===== src/rtl/wasm_host_pkg.sv =====
// Shared types and constants for the WASM host loader: state encoding, error codes
// and the core "work finished" state value.
package wasm_host_pkg;

    typedef enum logic [2:0] {
        ST_IDLE      = 3'd0,
        ST_LOAD      = 3'd1,
        ST_FINISH    = 3'd2,
        ST_WAIT_DONE = 3'd3,
        ST_READBACK  = 3'd4,
        ST_DONE      = 3'd5,
        ST_ERR       = 3'd6
    } state_t;

    localparam logic [1:0] ERR_NONE  = 2'b00;
    localparam logic [1:0] ERR_OVF   = 2'b01;
    localparam logic [1:0] ERR_TMO   = 2'b10;
    localparam logic [1:0] ERR_EARLY = 2'b11;

    localparam logic [1:0] WORK_DONE = 2'b11;

endpackage


===== src/rtl/wasm_rb_fifo.sv =====
// Small synchronous FIFO buffering line-memory readback data ahead of the output stream.
// Depth need not be a power of two; writes while full are discarded.
module wasm_rb_fifo #(
    parameter int W     = 32,
    parameter int DEPTH = 3,
    parameter int CW    = $clog2(DEPTH + 1)
) (
    input  logic          clk,
    input  logic          rst_n,
    input  logic          wr_en,
    input  logic [W-1:0]  wr_data,
    input  logic          rd_en,
    output logic [W-1:0]  rd_data,
    output logic          empty,
    output logic [CW-1:0] count
);

    localparam int PW = (DEPTH > 1) ? $clog2(DEPTH) : 1;
    localparam logic [PW-1:0] LAST_IDX = PW'(DEPTH - 1);

    logic [W-1:0]  mem [DEPTH];
    logic [PW-1:0] wr_ptr;
    logic [PW-1:0] rd_ptr;
    logic [CW-1:0] cnt;
    logic          do_wr;
    logic          do_rd;

    assign empty   = (cnt == '0);
    assign do_wr   = wr_en && (int'(cnt) < DEPTH);
    assign do_rd   = rd_en && !empty;
    assign rd_data = mem[rd_ptr];
    assign count   = cnt;

    always_ff @(posedge clk or negedge rst_n) begin
        if (!rst_n) begin
            wr_ptr <= '0;
            rd_ptr <= '0;
            cnt    <= '0;
        end else begin
            if (do_wr) begin
                wr_ptr <= (wr_ptr == LAST_IDX) ? '0 : wr_ptr + 1'b1;
            end
            if (do_rd) begin
                rd_ptr <= (rd_ptr == LAST_IDX) ? '0 : rd_ptr + 1'b1;
            end
            cnt <= cnt + CW'(do_wr) - CW'(do_rd);
        end
    end

    // Storage carries no reset; only the pointers decide what is visible.
    always_ff @(posedge clk) begin
        if (do_wr) begin
            mem[wr_ptr] <= wr_data;
        end
    end

endmodule


===== src/rtl/wasm_host_loader.sv =====
// Host-side job sequencer: packs a byte stream into instruction words for the core,
// waits for the core to finish, then streams a window of line memory back out.
module wasm_host_loader
    import wasm_host_pkg::*;
#(
    parameter int INSTR_W  = 64,
    parameter int INSTR_AW = 15,
    parameter int LINE_AW  = 9,
    parameter int LINE_DW  = 32,
    parameter int RD_LAT   = 1,
    parameter int TMO_W    = 20
) (
    input  logic                clk,
    input  logic                rst_n,
    input  logic                start,
    input  logic [LINE_AW-1:0]  rb_base,
    input  logic [LINE_AW:0]    rb_count,
    input  logic                s_valid,
    output logic                s_ready,
    input  logic [7:0]          s_data,
    input  logic                s_last,
    output logic                instr_wr_vld,
    input  logic                instr_wr_rdy,
    output logic [INSTR_AW-1:0] instr_wr_addr,
    output logic [INSTR_W-1:0]  instr_wr_data,
    output logic                instr_wr_finish,
    input  logic [1:0]          work_state,
    output logic                line_rd_rdy,
    output logic [LINE_AW-1:0]  line_rd_addr,
    input  logic [LINE_DW-1:0]  line_rd_data,
    output logic                m_valid,
    input  logic                m_ready,
    output logic [LINE_DW-1:0]  m_data,
    output logic                m_last,
    output logic                busy,
    output logic                done,
    output logic [1:0]          err,
    output logic [31:0]         cycle_cnt
);

    localparam int BYTES = INSTR_W / 8;
    localparam int BIW   = (BYTES > 1) ? $clog2(BYTES) : 1;
    localparam int DEPTH = RD_LAT + 2;
    localparam int CW    = $clog2(DEPTH + 1);
    localparam logic [BIW-1:0] LAST_BYTE = BIW'(BYTES - 1);
    localparam logic [LINE_AW:0] ONE_LEFT = (LINE_AW + 1)'(1);

    state_t              state_q, state_d;
    logic [1:0]          err_q, err_d;
    logic                done_q, done_d;
    logic                finish_q, finish_d;

    logic [INSTR_W-1:0]  word_q;
    logic [BIW-1:0]      bidx_q;
    logic                pend_q;
    logic                pend_last_q;
    logic [INSTR_AW:0]   wcnt_q;

    logic [LINE_AW-1:0]  rd_addr_q;
    logic [LINE_AW:0]    rb_count_q;
    logic [LINE_AW:0]    issue_left_q;
    logic [LINE_AW:0]    out_left_q;
    logic [RD_LAT-1:0]   pipe_q;
    logic [TMO_W-1:0]    tmo_q;
    logic [TMO_W-1:0]    tmo_inc;
    logic [31:0]         cyc_q;

    logic                start_ok;
    logic                busy_int;
    logic                byte_fire;
    logic                word_fire;
    logic                ovf;
    logic                tmo_hit;
    logic                issue;
    logic                capture;
    logic                pop;
    logic                fifo_empty;
    logic [CW-1:0]       fifo_count;
    logic [CW-1:0]       inflight;

    assign busy_int  = state_q inside {ST_LOAD, ST_FINISH, ST_WAIT_DONE, ST_READBACK};
    assign start_ok  = start && !busy_int;
    assign s_ready   = (state_q == ST_LOAD) && !pend_q;
    assign byte_fire = s_valid && s_ready;
    assign ovf       = (state_q == ST_LOAD) && pend_q && wcnt_q[INSTR_AW];
    assign instr_wr_vld  = (state_q == ST_LOAD) && pend_q && !wcnt_q[INSTR_AW];
    assign word_fire     = instr_wr_vld && instr_wr_rdy;
    assign instr_wr_addr = wcnt_q[INSTR_AW-1:0];
    assign instr_wr_data = word_q;
    assign tmo_inc   = tmo_q + 1'b1;
    assign tmo_hit   = &tmo_inc;

    // Reads already issued to line memory still own a FIFO slot, so they count against room.
    always_comb begin
        inflight = '0;
        for (int i = 0; i < RD_LAT; i++) begin
            inflight = inflight + CW'(pipe_q[i]);
        end
    end

    assign issue = (state_q == ST_READBACK) && (issue_left_q != '0)
                 && ((int'(fifo_count) + int'(inflight)) < DEPTH);
    assign capture      = pipe_q[RD_LAT-1];
    assign pop          = m_valid && m_ready;
    assign line_rd_rdy  = issue;
    assign line_rd_addr = rd_addr_q;
    assign m_valid      = !fifo_empty;
    assign m_last       = m_valid && (out_left_q == ONE_LEFT);

    assign busy            = busy_int;
    assign done            = done_q;
    assign err             = err_q;
    assign instr_wr_finish = finish_q;
    assign cycle_cnt       = cyc_q;

    always_comb begin
        state_d  = state_q;
        err_d    = err_q;
        done_d   = done_q;
        finish_d = finish_q;
        if (start_ok) begin
            state_d  = ST_LOAD;
            err_d    = ERR_NONE;
            done_d   = 1'b0;
            finish_d = 1'b0;
        end else begin
            case (state_q)
                ST_LOAD: begin
                    if (work_state == WORK_DONE) begin
                        state_d = ST_ERR;
                        err_d   = ERR_EARLY;
                    end else if (ovf) begin
                        state_d = ST_ERR;
                        err_d   = ERR_OVF;
                    end else if (word_fire && pend_last_q) begin
                        state_d = ST_FINISH;
                    end
                end
                ST_FINISH: begin
                    finish_d = 1'b1;
                    state_d  = ST_WAIT_DONE;
                end
                ST_WAIT_DONE: begin
                    if (work_state == WORK_DONE) begin
                        if (rb_count_q == '0) begin
                            state_d = ST_DONE;
                            done_d  = 1'b1;
                        end else begin
                            state_d = ST_READBACK;
                        end
                    end else if (tmo_hit) begin
                        state_d = ST_ERR;
                        err_d   = ERR_TMO;
                    end
                end
                ST_READBACK: begin
                    if (pop && (out_left_q == ONE_LEFT)) begin
                        state_d = ST_DONE;
                        done_d  = 1'b1;
                    end
                end
                ST_DONE: state_d = ST_IDLE;
                default: ;
            endcase
        end
    end

    always_ff @(posedge clk or negedge rst_n) begin
        if (!rst_n) begin
            state_q  <= ST_IDLE;
            err_q    <= ERR_NONE;
            done_q   <= 1'b0;
            finish_q <= 1'b0;
        end else begin
            state_q  <= state_d;
            err_q    <= err_d;
            done_q   <= done_d;
            finish_q <= finish_d;
        end
    end

    // Byte packing: a word is held stable until the core takes it, then the buffer is zeroed
    // so a short final word comes out with its unfilled upper bytes cleared.
    always_ff @(posedge clk or negedge rst_n) begin
        if (!rst_n) begin
            word_q      <= '0;
            bidx_q      <= '0;
            pend_q      <= 1'b0;
            pend_last_q <= 1'b0;
            wcnt_q      <= '0;
        end else if (start_ok) begin
            word_q      <= '0;
            bidx_q      <= '0;
            pend_q      <= 1'b0;
            pend_last_q <= 1'b0;
            wcnt_q      <= '0;
        end else if (state_q == ST_LOAD) begin
            if (byte_fire) begin
                word_q[int'(bidx_q)*8 +: 8] <= s_data;
                if ((bidx_q == LAST_BYTE) || s_last) begin
                    pend_q      <= 1'b1;
                    pend_last_q <= s_last;
                    bidx_q      <= '0;
                end else begin
                    bidx_q <= bidx_q + 1'b1;
                end
            end
            if (word_fire) begin
                pend_q <= 1'b0;
                word_q <= '0;
                wcnt_q <= wcnt_q + 1'b1;
            end
        end
    end

    always_ff @(posedge clk or negedge rst_n) begin
        if (!rst_n) begin
            rd_addr_q    <= '0;
            rb_count_q   <= '0;
            issue_left_q <= '0;
            out_left_q   <= '0;
            pipe_q       <= '0;
            tmo_q        <= '0;
            cyc_q        <= '0;
        end else begin
            pipe_q <= (pipe_q << 1) | RD_LAT'(issue);
            tmo_q  <= (state_q == ST_WAIT_DONE) ? (tmo_hit ? tmo_q : tmo_inc) : '0;
            if (start_ok) begin
                rd_addr_q    <= rb_base;
                rb_count_q   <= rb_count;
                issue_left_q <= rb_count;
                out_left_q   <= rb_count;
                cyc_q        <= '0;
            end else begin
                if (issue) begin
                    rd_addr_q    <= rd_addr_q + 1'b1;
                    issue_left_q <= issue_left_q - 1'b1;
                end
                if (pop) begin
                    out_left_q <= out_left_q - 1'b1;
                end
                if (busy_int && (cyc_q != '1)) begin
                    cyc_q <= cyc_q + 32'd1;
                end
            end
        end
    end

    wasm_rb_fifo #(
        .W     (LINE_DW),
        .DEPTH (DEPTH),
        .CW    (CW)
    ) u_rb_fifo (
        .clk     (clk),
        .rst_n   (rst_n),
        .wr_en   (capture),
        .wr_data (line_rd_data),
        .rd_en   (pop),
        .rd_data (m_data),
        .empty   (fifo_empty),
        .count   (fifo_count)
    );

endmodule


===== config.mk =====
export PLATFORM = sky130hd
export DESIGN_NAME = wasm_host_loader
export DESIGN_NICKNAME = d
export VERILOG_FILES = /design/src/rtl/wasm_host_pkg.sv /design/src/rtl/wasm_rb_fifo.sv /design/src/rtl/wasm_host_loader.sv
export SDC_FILE = /design/constraint.sdc
export NUM_CORES = 1
export LEC_CHECK = 0
export ABC_AREA = 1
export BUFFER_PORTS_ARGS = -buffer_cell sky130_fd_sc_hd__buf_2
export CAP_MARGIN = 25
export CORE_ASPECT_RATIO = 0.8
export CORE_MARGIN = 2
export CORE_UTILIZATION = 48
export CTS_CLUSTER_DIAMETER = 200
export DETAILED_ROUTE_END_ITERATION = 8
export GPL_ROUTABILITY_DRIVEN = 0
export GPL_TIMING_DRIVEN = 1
export PLACE_DENSITY = 0.8
export SETUP_SLACK_MARGIN = 0.5
export SYNTH_ARGS = -nofsm -noshare
export SYNTH_HDL_FRONTEND = slang
export SYNTH_SLANG_ARGS = --single-unit

===== constraint.sdc =====
create_clock -name clk -period 4.2 [get_ports clk]
set_clock_uncertainty 0.1 [all_clocks]
set_input_delay 1.05 -clock clk [delete_from_list [all_inputs] [get_ports clk]]
set_output_delay 1.05 -clock clk [all_outputs]
set_load 0.01 [all_outputs]

# Word level (Yosys, flattened, before mapping)
# Memory sizes are Yosys's and may differ from the RTL's.
# Index checks and enable logic that the tools add are counted.
[totals]
regBits = 190
latch_bits = 0
mem_bits_rw = 96
mem_bits_ro = 0
in_bits = 68
out_inout_bits = 162
elab_cells = 161
n_memories = 1
[op_classes]
n_addsub = 13
multipliers = 0
div = 0
order_cmp = 2
eq_ne = 20
n_shift = 2
n_mux = 57
n_bitwise = 0
reduce_logical = 47
[memory_table]
columns = ["memory", "words", "width", "rd", "rd_ports_with_merged_regs", "write_ports", "line_no", "source"]
rows = [
  ["u_rb_fifo.mem", 3, 32, 1, 0, 1, "wasm_rb_fifo.sv:21", "logic [W-1:0] mem [DEPTH];"],
]
[op_table]
columns = ["cell", "n"]
rows = [
  ["64-bit 2-to-1 mux", 4],
  ["64-bit bitwise mux", 1],
  ["32-bit 2-to-1 mux", 2],
  ["8-bit by 33-bit variable shift with 64-bit output, first input constant", 1],
  ["8-bit by 33-bit indexed part select with 64-bit output", 1],
  ["16-bit 2-to-1 mux", 3],
  ["10-bit 2-to-1 mux", 4],
  ["20-bit 2-to-1 mux", 2],
  ["3-bit 2-to-1 mux", 11],
  ["6-bit negator with 33-bit output", 1],
  ["32-bit by 1-bit adder with 32-bit output, second input constant", 1],
  ["32-bit inequality test, second input constant", 1],
  ["20-bit by 1-bit adder with 20-bit output, second input constant", 1],
  ["20-bit AND reduction", 1],
  ["10-bit by 1-bit subtractor with 10-bit output, second input constant", 2],
  ["1-bit 2-to-1 mux", 18],
  ["9-bit 2-to-1 mux", 2],
  ["16-bit by 1-bit adder with 16-bit output, second input constant", 1],
  ["1-bit logical AND", 16],
  ["2-bit nonzero test", 8],
  ["3-bit case mux with 5 select lines", 1],
  ["2-bit 2-to-1 mux", 7],
  ["3-bit inequality test, second input constant", 4],
  ["4-bit AND reduction", 3],
  ["other kinds (30)", 45],
]

# Logic depth before layout (Yosys ltp)
[logic_depth]
ltp_word = 10
depth_mapped = 15
mapped_depth_nobuf = 15

# Hierarchy
# Synthesis repeated with hierarchy kept, for this count alone.
[hier_totals]
hier_cells = 1496
area_unflattened_um2 = 13534.2
[modules_own_cells]
columns = ["module", "instances", "cells_per_inst", "area_per_inst_um2", "seq_area_each_um2"]
rows = [
  ["wasm_host_loader", 1, 1212, 9629.2, 4604.4],
  ["wasm_rb_fifo", 1, 284, 3905.0, 3032.9],
]

# Worst setup path after synthesis
# No wires, ideal clock.
[synth_timing]
path_kind = "register to register"
startpoint = "reg u_rb_fifo.cnt[0], in the netlist u_rb_fifo.count[0]"
endpoint = "mem u_rb_fifo.mem[0][0] (enable)"
setup_ns = 0.463
arrival_ns = 2.871
required_time_ns = 3.637
slack_ns = 0.766
path_stages_with_launch = 4
path_buffers = 0
synth_period_minus_slack_ns = 3.434
cell_sequence = "dfrtp_1 inv_1 o21ai_0 nor3_1"
[synth_between]
elab_chain_cells = 4
[synth_rtl]
columns = ["element", "line_no", "source"]
rows = [
  ["start, declared", "wasm_rb_fifo.sv:24", "logic [CW-1:0] cnt;"],
  ["start signal, assigned", "wasm_rb_fifo.sv:46", "cnt <= cnt + CW'(do_wr) - CW'(do_rd);"],
  ["2-bit < comparator", "wasm_rb_fifo.sv:29", "assign do_wr = wr_en && (int'(cnt) < DEPTH);"],
  ["1-bit logical AND", "wasm_rb_fifo.sv:29", ""],
  ["1-bit 2-to-1 mux", "wasm_rb_fifo.sv:52", "if (do_wr) begin"],
  ["1-bit 2-to-1 mux (implied by the code)", "wasm_rb_fifo.sv:53", "mem[wr_ptr] <= wr_data;"],
  ["end, declared", "wasm_rb_fifo.sv:21", ""],
]
# No other way between the ends.

# Worst setup path in the final report
[layout_timing]
startpoint = "reg pipe_q, in the netlist capture"
endpoint = "out line_rd_rdy"
[layout_between]
elab_chain_cells = 3
[layout_rtl]
columns = ["element", "line_no", "source"]
rows = [
  ["start, declared", "wasm_host_loader.sv:63", "logic [RD_LAT-1:0] pipe_q;"],
  ["start signal, assigned", "wasm_host_loader.sv:226", "pipe_q <= (pipe_q << 1) | RD_LAT'(issue);"],
  ["2-bit by 1-bit adder with 3-bit output", "wasm_host_loader.sv:102", "&& ((int'(fifo_count) + int'(inflight)) < DEPTH);"],
  ["3-bit by 2-bit < comparator with 1-bit output", "wasm_host_loader.sv:102", ""],
  ["1-bit logical AND", "wasm_host_loader.sv:102", ""],
  ["end, declared", "wasm_host_loader.sv:28", "output logic line_rd_rdy,"],
]
# No other way between the ends.

==> flow_summary_export.csv <==
group,metric,value,unit
run_status,status,"complete, no violations",
yosys,synth_compound_area_frac,0.108,
clock_network,cts_max_path_buffers,3,
cells_and_area,stdcell_count,2083,
placement,dpl_worst_slack,1190,ps
setup_path,cp_max_fo,9,
timing,rsz0062_at_grt,"false",
cells_and_area,nNetsFinal,1778,
clock_network,htreeDepth,1,
floorplan,die_h,154,microns
global_route,antenna_found_initial,4,
pwr,power,9.41,mW
yosys,synth_area_leaders,"dfrtp_1, edfxtp_1, nand2_1, nand3_1, nor2_1",
route,drt_pass1_iterations,5,
floorplan,dieWidth,191,microns
timing,hold_viol,0,
yosys,synth-simple-area-share,0.225,
timing,period_share,0.825,
timing,final.setup.worst_slack,736,ps
yosys,synthCells,1482,
route,postRouteAntennaNets,0,
timing,setup_viol,0,
pwr,ir_worst_vdd,322,uV
floorplan,rows,54,
min_path,hold_path_end,"err[1]$_DFFE_PN0P_",
route,vias,11400,
yosys,yosysSeqAreaShare,0.567,
yosys,synth_xor_area_frac,0.0176,
yosys,avgSynthCellArea,9.09,sq um
setup_path,crit_required,3050,ps
floorplan,die_area,29400,sq um
placement,port_buffers,229,
placement,post-dp-hpwl,25200,microns
setup_path,r2r_start,"state_q[1]$_DFFE_PN0P_",
yosys,synth_common_cells,"nand2_1, dfrtp_1, nor2_1",
setup_path,critPathBufInv,2,
timing,fmax,289,MHz
placement,post-place-cells,2028,
min_path,min-delay-start,"err[1]$_DFFE_PN0P_",
pwr,leakagePower,7.13,nW
flow_run,max-cap-violations,0,
global_route,first_global_vias,10900,
setup_path,cpPeakStageDelay,380,ps
clock_network,insertion_delay,550,ps
setup_path,crit_chain,"ha_1 -> ha_1 -> a21oi_1 -> nand3_1 -> inv_1 -> buf_2",
setup_path,cpMostUsedCell,"ha_1",
yosys,synth_top_area_frac,0.353,
setup_path,r2r-end,"out_left_q[4]$_DFFE_PN0P_",
yosys,synth_fa_ha_area_frac,0.0149,
yosys,syn_area,13500,sq um
timing,worst_pin_slew,720,ps
route,wl,35200,microns
timing,setup_tns,0,ps
setup_path,path_class,"reg2out",
route,detail_route.vias_per_cell,5.47,
yosys,syn_nets,1566,
cells_and_area,area_growth,17.9,%
global_route,grt_pass1_wl,57000,microns
placement,placed_area,14900,sq um
yosys,synth_edf_count,96,
min_path,hp-class,"reg2reg",
route,drc,0,
cells_and_area,drive_above_1_share,0.188,
floorplan,start_util,0.491,
yosys,yosysWarnings,0,
clock_network,cts.clk_slew.worst_paths,60,ps
clock_network,cts_root_buffer,"clkbuf_16",
timing,drv_slew,0,
setup_path,reg2reg_depth,9,
route,post_drt_wl_per_cell,16.9,microns
setup_path,endpoint_kind,"primary output",
global_route,grt_max_degree,63,
yosys,synthArstFlopShare,0.664,
floorplan,core-area,27400,sq um
yosys,synthFlopType,"dfrtp_1",
cells_and_area,fin_area,15900,sq um
clock_network,cts_tree,"yes",
setup_path,cp_data_arrival_time,2310,ps
timing,whs,369,ps
timing,final.min_clock_period,3460,ps
pwr,power-per-cell-area,593,nW/um^2
setup_path,cp_top_family,"adder cells",
route,drtIter0Drc,1032,
yosys,synth_most_common_cell,"nand2_1",
setup_path,rrSetupSlack,1320,ps
yosys,yosys.cell_types.count,52,
cells_and_area,final_util,0.578,
clock_network,cts_hold_buf,0,
yosys,synth_area_leader_cell,"dfrtp_1",
clock_network,cts.sinks,286,
global_route,gr-total-overflow,0,
global_route,grtUsageTotal,0.239,
floorplan,ioPinCount,230,
setup_path,cp-start-kind,"flop",
yosys,synth_top_family_by_area,"simple AND/OR/NAND/NOR gates",
setup_path,cpMaxStageDelayCell,"dfrtp_1",
min_path,min_path_cells,2,
yosys,ys_seq_elements,286,
clock_network,cts-buffers-inserted,28,
yosys,synthMuxAreaShare,0,
timing,max_slew_margin,0.520,
-- flip-flops by register name, summed over array words and instances (netlist names), 3 cells and up --
| name | flops |
|---|---|
| issue_left_q | 10 |
| instr_wr_data | 64 |
| cycle_cnt | 32 |
| u_rb_fifo.mem | 96 |
| line_rd_addr | 9 |
| bidx_q | 3 |
| rb_count_q | 10 |
| tmo_q | 20 |
| wcnt_q | 16 |
| out_left_q | 10 |
| state_q | 3 |
-- worst register-to-register path, stage by stage (launching register included) --
cell and delay, ps:
dfrtp_1 390, inv_2 110, nand2_1 110, nor2_2 260, nor2_2 140, nand3_4 230, buf_4 530, nand2_1 520
o21ai_0 290, inv_1 60
-- cells by family (layout without fill, tap and decap cells) --
family | Yosys count | in the layout
other cells | 0 | 4
compound gates | 253 | 253
xor+xnor | 27 | 27
simple gates | 686 | 686
fa+ha+maj | 16 | 16
flops | 286 | 286
buf+inv | 214 | 447
-- how the worst max path moves through the flow --
stage,from,to,slack [ps],cells past startpoint
after floorplan,u_rb_fifo.count[0]$_DFF_PN0_,u_rb_fifo.mem[0][0]$_DFFE_PP_,770,3
after global placement,u_rb_fifo.rd_ptr[1]$_DFFE_PN0P_,m_data[27],1220,6
after detailed placement,start,instr_wr_data[35]$_DFFE_PN0P_,1190,7
after CTS,u_rb_fifo.rd_ptr[1]$_DFFE_PN0P_,m_data[27],620,6
after global routing,u_rb_fifo.rd_ptr[1]$_DFFE_PN0P_,m_data[27],580,6
final,capture$_DFF_PN0_,line_rd_rdy,740,6
-- per-layer routing --
layer	track usage	up-vias	routed length [microns]
met5	0	-	0
met4	0.0850	0	1060
met3	0.0402	73	2500
met2	0.368	499	16300
met1	0.343	5402	15300
li1	-	5420	-
-- power by group --
part	leakage, nW	switching [mW]	total [mW]	internal (mW)
combinational	3.28	2.22	3.23	1.01
sequential	3.39	0.302	3.59	3.28
clock	0.455	1.05	2.59	1.54
total	7.13	3.58	9.41	5.83
-- layout make-up --
class                      count  area (sq um)
clock inverter                 8           128
antenna                        4          10.0
multi-input combinational    982          4950
timing repair buffer         244          1290
fill                        2362         11600
inverter                     152           577
sequential                   286          7640
tap                          364           455
clock buffer                  43           823
-- repair_timing --
action | CTS | global route
setup endpoints to repair | 0 | 10
gates resized for setup | 0 | 1
setup buffers | 0 | 0
-- placed cells by master (no fill, tap or decap), types with 3 or more instances in the layout --
master	count
nand2_4	3
o22ai_1	5
nor3_1	33
a21oi_1	38
clkbuf_1	10
o21ai_1	33
nor4_1	8
dfrtp_1	190
o31ai_1	8
nand3_1	126
o21bai_1	3
nor2_1	151
clkbuf_8	3
clkbuf_16	30
inv_1	148
nand2_1	310
a31oi_1	15
o21a_1	4
nor2_2	7
o21ai_0	99
xnor2_1	9
xor2_1	18
clkinvlp_4	3
buf_2	228
nand4_1	22
edfxtp_1	96
bufinv_16	3
ha_1	16
diode_2	4
o211ai_1	40
nand3_2	4
nor3_2	4
buf_4	13
Note: power is estimated with default switching activity, not from simulation.
